--- src/rtl/rs_wakeup_issue.sv ---
// rs_wakeup_issue: reservation station that buffers dispatched operations, wakes waiting
// source operands from the common data bus and issues one ready entry per cycle through a
// registered valid/ready port.
// Optional build macro OLDEST_FIRST_EN: select the oldest ready entry using an age matrix.
// When it is undefined, the lowest-index ready entry is selected.
module rs_wakeup_issue #(
  parameter int unsigned DATA_W  = 32,
  parameter int unsigned TAG_W   = 6,
  parameter int unsigned OP_W    = 8,
  parameter int unsigned DEPTH   = 8,
  parameter int unsigned NUM_SRC = 2,
  parameter int unsigned NUM_CDB = 2,
  parameter int unsigned RS_ID   = 1,
  parameter int unsigned ID_W    = 8
) (
  input  logic                      clk,
  input  logic                      rst,
  input  logic                      flush,
  input  logic                      in_valid,
  output logic                      in_ready,
  input  logic [OP_W-1:0]           in_op,
  input  logic [TAG_W-1:0]          in_dst_tag,
  input  logic [NUM_SRC*TAG_W-1:0]  in_src_tag,
  input  logic [NUM_SRC*DATA_W-1:0] in_src_val,
  input  logic [NUM_SRC-1:0]        in_src_rdy,
  input  logic [NUM_CDB-1:0]        cdb_valid,
  input  logic [NUM_CDB*TAG_W-1:0]  cdb_tag,
  input  logic [NUM_CDB*DATA_W-1:0] cdb_data,
  output logic                      out_valid,
  input  logic                      out_ready,
  output logic [OP_W-1:0]           out_op,
  output logic [TAG_W-1:0]          out_dst_tag,
  output logic [NUM_SRC*DATA_W-1:0] out_src_val,
  output logic [ID_W-1:0]           out_entry_id,
  output logic [$clog2(DEPTH):0]    free_count
);

  localparam int unsigned IDX_W = $clog2(DEPTH);
  localparam int unsigned CNT_W = IDX_W + 1;
  localparam logic [ID_W-1:0] ID_BASE = ID_W'(RS_ID << IDX_W);

  // Entry storage
  logic [DEPTH-1:0]   busy_q, busy_d;
  logic [OP_W-1:0]    op_q  [DEPTH];
  logic [OP_W-1:0]    op_d  [DEPTH];
  logic [TAG_W-1:0]   dst_q [DEPTH];
  logic [TAG_W-1:0]   dst_d [DEPTH];
  logic [TAG_W-1:0]   tag_q [DEPTH][NUM_SRC];
  logic [TAG_W-1:0]   tag_d [DEPTH][NUM_SRC];
  logic [DATA_W-1:0]  val_q [DEPTH][NUM_SRC];
  logic [DATA_W-1:0]  val_d [DEPTH][NUM_SRC];
  logic [NUM_SRC-1:0] rdy_q [DEPTH];
  logic [NUM_SRC-1:0] rdy_d [DEPTH];

  logic [DEPTH-1:0]          ready;
  logic                      alloc;
  logic [IDX_W-1:0]          alloc_idx;
  logic                      sel_found;
  logic [IDX_W-1:0]          sel_idx;
  logic                      issue_load;
  logic                      issue_fire;
  logic [NUM_SRC*DATA_W-1:0] sel_val;

  assign in_ready   = ~&busy_q;
  assign alloc      = in_valid && in_ready && !flush;
  assign issue_load = !out_valid || out_ready;
  assign issue_fire = issue_load && sel_found && !flush;

  // Ready vector and free-entry count, both from registered state only
  always_comb begin
    ready      = '0;
    free_count = '0;
    for (int i = 0; i < DEPTH; i++) begin
      ready[i]   = busy_q[i] & (&rdy_q[i]);
      free_count = free_count + {{IDX_W{1'b0}}, ~busy_q[i]};
    end
  end

  // Lowest-index free slot (descending scan leaves the lowest match last)
  always_comb begin
    alloc_idx = '0;
    for (int i = DEPTH - 1; i >= 0; i--) begin
      if (!busy_q[i]) alloc_idx = IDX_W'(i);
    end
  end

`ifdef OLDEST_FIRST_EN
  // older_q[i][j] set means entry j was allocated before entry i and is still live
  logic [DEPTH-1:0] older_q [DEPTH];
  logic [DEPTH-1:0] older_d [DEPTH];
  logic [DEPTH-1:0] free_mask;

  assign free_mask = issue_fire ? (DEPTH'(1) << sel_idx) : '0;

  // Select the ready entry with no older ready entry; the age order is total, so it is unique
  always_comb begin
    sel_found = 1'b0;
    sel_idx   = '0;
    for (int i = 0; i < DEPTH; i++) begin
      if (ready[i] && ((older_q[i] & ready) == '0)) begin
        sel_found = 1'b1;
        sel_idx   = IDX_W'(i);
      end
    end
  end

  // Age matrix update: forget freed entries, record survivors as older than a new entry
  always_comb begin
    older_d = older_q;
    for (int i = 0; i < DEPTH; i++) begin
      older_d[i] = older_d[i] & ~free_mask;
    end
    if (alloc) older_d[alloc_idx] = busy_q & ~free_mask;
    if (flush) begin
      for (int i = 0; i < DEPTH; i++) older_d[i] = '0;
    end
  end

  // Age matrix register
  always_ff @(posedge clk or posedge rst) begin
    if (rst) begin
      for (int i = 0; i < DEPTH; i++) older_q[i] <= '0;
    end else begin
      older_q <= older_d;
    end
  end
`else
  // Fixed priority: lowest-index ready entry
  always_comb begin
    sel_found = 1'b0;
    sel_idx   = '0;
    for (int i = DEPTH - 1; i >= 0; i--) begin
      if (ready[i]) begin
        sel_found = 1'b1;
        sel_idx   = IDX_W'(i);
      end
    end
  end
`endif

  // Gather the selected entry's operands into the packed issue layout
  always_comb begin
    sel_val = '0;
    for (int s = 0; s < NUM_SRC; s++) sel_val[s*DATA_W +: DATA_W] = val_q[sel_idx][s];
  end

  // Entry next state: CDB wakeup, issue free, allocation with bypass, flush last (priority)
  always_comb begin
    busy_d = busy_q;
    op_d   = op_q;
    dst_d  = dst_q;
    tag_d  = tag_q;
    val_d  = val_q;
    rdy_d  = rdy_q;
    for (int i = 0; i < DEPTH; i++) begin
      for (int s = 0; s < NUM_SRC; s++) begin
        if (busy_q[i] && !rdy_q[i][s]) begin
          // Descending scan so the lowest matching channel wins
          for (int c = NUM_CDB - 1; c >= 0; c--) begin
            if (cdb_valid[c] && cdb_tag[c*TAG_W +: TAG_W] == tag_q[i][s]) begin
              val_d[i][s] = cdb_data[c*DATA_W +: DATA_W];
              rdy_d[i][s] = 1'b1;
            end
          end
        end
      end
    end
    if (issue_fire) busy_d[sel_idx] = 1'b0;
    if (alloc) begin
      busy_d[alloc_idx] = 1'b1;
      op_d[alloc_idx]   = in_op;
      dst_d[alloc_idx]  = in_dst_tag;
      for (int s = 0; s < NUM_SRC; s++) begin
        tag_d[alloc_idx][s] = in_src_tag[s*TAG_W +: TAG_W];
        val_d[alloc_idx][s] = in_src_val[s*DATA_W +: DATA_W];
        rdy_d[alloc_idx][s] = in_src_rdy[s];
        if (!in_src_rdy[s]) begin
          for (int c = NUM_CDB - 1; c >= 0; c--) begin
            if (cdb_valid[c] && cdb_tag[c*TAG_W +: TAG_W] == in_src_tag[s*TAG_W +: TAG_W]) begin
              val_d[alloc_idx][s] = cdb_data[c*DATA_W +: DATA_W];
              rdy_d[alloc_idx][s] = 1'b1;
            end
          end
        end
      end
    end
    if (flush) busy_d = '0;
  end

  // Entry state register
  always_ff @(posedge clk or posedge rst) begin
    if (rst) begin
      busy_q <= '0;
      for (int i = 0; i < DEPTH; i++) begin
        op_q[i]  <= '0;
        dst_q[i] <= '0;
        rdy_q[i] <= '0;
        for (int s = 0; s < NUM_SRC; s++) begin
          tag_q[i][s] <= '0;
          val_q[i][s] <= '0;
        end
      end
    end else begin
      busy_q <= busy_d;
      op_q   <= op_d;
      dst_q  <= dst_d;
      tag_q  <= tag_d;
      val_q  <= val_d;
      rdy_q  <= rdy_d;
    end
  end

  // Issue register: loads when empty or being drained, holds while stalled
  always_ff @(posedge clk or posedge rst) begin
    if (rst) begin
      out_valid    <= 1'b0;
      out_op       <= '0;
      out_dst_tag  <= '0;
      out_src_val  <= '0;
      out_entry_id <= '0;
    end else if (flush) begin
      out_valid <= 1'b0;
    end else if (issue_load) begin
      out_valid <= sel_found;
      if (sel_found) begin
        out_op       <= op_q[sel_idx];
        out_dst_tag  <= dst_q[sel_idx];
        out_src_val  <= sel_val;
        out_entry_id <= ID_BASE | ID_W'(sel_idx);
      end
    end
  end

endmodule

--- config.mk ---
export PLATFORM = sky130hd
export DESIGN_NAME = rs_wakeup_issue
export DESIGN_NICKNAME = d
export VERILOG_FILES = /design/src/rtl/rs_wakeup_issue.sv
export SDC_FILE = /design/constraint.sdc
export NUM_CORES = 2
export LEC_CHECK = 0
export CELL_PAD_IN_SITES_DETAIL_PLACEMENT = 1
export CELL_PAD_IN_SITES_GLOBAL_PLACEMENT = 2
export CORE_UTILIZATION = 30
export CTS_BUF_LIST = sky130_fd_sc_hd__clkbuf_16
export DETAILED_ROUTE_END_ITERATION = 8
export PLACE_DENSITY_LB_ADDON = 0.1
export SYNTH_ARGS = -nofsm -noshare
export SYNTH_HDL_FRONTEND = slang
export SYNTH_SLANG_ARGS = --single-unit
--- constraint.sdc ---
create_clock -name clk -period 38.1 [get_ports clk]
set_clock_uncertainty 0.05 [all_clocks]
set_input_delay 3.81 -clock clk [delete_from_list [all_inputs] [get_ports clk]]
set_output_delay 3.81 -clock clk [all_outputs]
set_load 0.03 [all_outputs]
==> impl_metrics.tcl <==
set metrics [dict create \
    outcome "finished clean" \
    startpoint "busy_q[1]" \
    dr.pass1.iters 8 \
    rsz0062_at_grt "false" \
    cts_setup_buffers 0 \
    synth_common_cells "dfrtp_1, nand2_1, clkbuf_1" \
    syn_area_um2 51310 \
    cp-endpoint "free_count[2]" \
    worstSetupEndpointType "output pin" \
    clk_latency_ns 0.77 \
    peakVddDrop_mv 0.03720 \
    p_leak_uw 0.02354 \
    slew_violations 0 \
    avgViaCountPerCell 6.693 \
    io-pin-count 267 \
    drc 0 \
    cts_buffers 108 \
    synthTopCellsByArea "dfrtp_1, nand2_1, o221ai_1" \
    yosysSeqAreaShare_pct 40.33 \
    post-synth-top-area-fraction_pct 40.33 \
    synth_cell_type_count 72 \
    fin_setup_tns_ns 0 \
    grt_start_max_net_pins 122 \
    ctsHtreeMaxLevel 3 \
    syn_inst 5867 \
    drtIter0Drc 6357 \
    rows 151 \
    wl_per_cell_um 38.80 \
    reg2reg_to "out_src_val[17]" \
    cts_buffer_depth 3 \
    instances_no_fill 7994 \
    synth_area_leader_cell "dfrtp_1" \
    hold_buffers 0 \
    drive_gt1_share_pct 11.06 \
    die_x_um 415.6 \
    finalHoldViolations 0 \
    maxCapViolations 0 \
    crit_path_start_kind "register" \
    ctsResizeCount 0 \
    async_reset_ff_share_pct 100.0 \
    cts_tree "yes" \
    syn_area_per_cell_um2 8.745 \
    cts_root_buf "clkbuf_16" \
    critical_path_arrival_ns 4.75 \
    period_needed_ns 8.605 \
    hp-class "reg2reg" \
    areaGrowthSynthToFinish_pct 14.90 \
    grt_pass1_wl_um 436600 \
    dpl.cell_count 7798 \
    clock-sinks 827 \
    path_clk_slew_ns 0.06 \
    yosysWarnings 0 \
    reg2reg_depth 9 \
    grtUsageTotal_pct 34.97 \
    die_y_um 415.6 \
    final_antenna_net_count 0 \
    setup_viol 0 \
    grt_pass1_vias 54110 \
    grt-ovfl-total 0 \
    hpwl_um 176700 \
    die_area_um2 172700 \
    worstMarginPinSlew_ns 1.414 \
    yosys.cell_count.top_type "dfrtp_1" \
    start_util_pct 30.24 \
    period_share_pct 22.59 \
    reg2reg_slack_ns 33.15 \
    antenna_found_initial 7 \
    max_slew_margin_pct 5.552 \
    numPortBuffers 262 \
    synth-seq-cells 827 \
    num_vias 53500 \
    synth_edf_count 0 \
    critical_path_required_ns 34.24 \
    drt_wl_total_um 310200 \
    power.density_nw_per_um2 51.36 \
    path_class "reg2out" \
    crit-reg2reg-launch "busy_q[0]" \
    synth_flop_cell "dfrtp_1" \
    crit_fanout 16 \
    finalWeightedCongestion 0.8356 \
    finalNetCount 5873 \
    fmax_ghz 0.1162 \
    design.core.area_um2 169700 \
]
-- through the flow --
step	util [%]	worst slack (ns)	hold slack, ns	cell area [um^2]	total power [uW]
after global placement	32.79	29.25	0.4006	55630	2005
after global routing	34.75	29.36	0.4418	58950	3140
after detailed placement	32.79	29.23	0.4073	55630	2021
after CTS	34.75	29.44	0.4201	58950	3030
after floorplan	-	11.01	0.3875	51320	1641
final	34.75	29.49	0.4118	58960	3028
-- cell families (layout without fill, tap and decap cells) --
| group | count (synthesis) | after routing | share of synthesized area [%] |
|---|---|---|---|
| xor gates and xnor gates | 217 | 217 | 3.704 |
| AOI/OAI and AO/OA | 1887 | 1887 | 26.89 |
| adders and majority gates | 8 | 8 | 0.2536 |
| buffers and inverters | 844 | 749 | 6.969 |
| and+or+nand+nor | 1814 | 1814 | 16.41 |
| other | 1 | 5 | 0.007309 |
| muxes | 269 | 269 | 5.431 |
| DFF | 827 | 827 | 40.33 |
-- area by class of cell --
class	count	area, um^2
fill	19430	110700
multi-input combinational	4199	27550
sequential	827	20690
timing repair buffer	491	4367
tap	2218	2775
clock buffer	108	2703
clock inverter	87	618.1
inverter	63	244.0
antenna	1	2.502
-- cells in the final DEF (no fill, tap or decap), drive strengths merged, types with 75 or more instances in the layout --
cell type      instances
dfrtp                827
nand2                767
nor3                 390
a31oi                381
o21ai                346
o221ai               314
nand3                266
clkdlybuf4s50        262
buf                  229
mux2i                194
nor2                 181
o22ai                175
o31ai                167
a22oi                162
xnor2                152
clkbuf               108
a21oi                100
a221oi                86
inv                   83
a222oi                78
and4                  75
mux2                  75
-- power by group --
group | internal (uW) | total [uW] | switching (uW)
Clock | 547 | 1010 | 460
Combinational | 313 | 856 | 543
Sequential | 1030 | 1160 | 137
Total | 1890 | 3030 | 1140
-- how the worst min path moves through the flow --
stage               startpoint       end  slack, ns  cells after the start
global route          op_q[28]  op_q[28]       0.44                      2
global placement      op_q[27]  op_q[27]       0.40                      2
detailed placement    op_q[24]  op_q[24]       0.41                      2
floorplan             op_q[24]  op_q[24]       0.39                      2
CTS                   op_q[25]  op_q[25]       0.42                      2
finish                op_q[25]  op_q[25]       0.41                      2
-- metal layers --
layer | track usage, % | wire [um] | up-vias
li1 | - | - | 21840
met1 | 47.25 | 132500 | 27950
met2 | 52.47 | 134200 | 2972
met3 | 7.766 | 26690 | 741
met4 | 17.21 | 16820 | 2
met5 | 0 | 9 | -
-- state kept, by name, indices dropped and copies added, names as in the netlist, 4 cells and up --
signal,cells
val_q,512
out_entry_id,4
dst_q,48
rdy_q,16
tag_q,96
out_dst_tag,6
op_q,64
busy_q,8
out_op,8
out_src_val,64
-- critical path, stage by stage (launching register included) --
cell and delay, ns:
dfrtp_1 0.77, fa_1 0.60, fa_1 0.50, inv_1 0.06
fa_1 0.53, ha_1 0.18, inv_1 0.07, fa_1 0.43
xnor2_1 0.15, clkdlybuf4s50_1 0.69
Power figures use the tool's default switching activity.
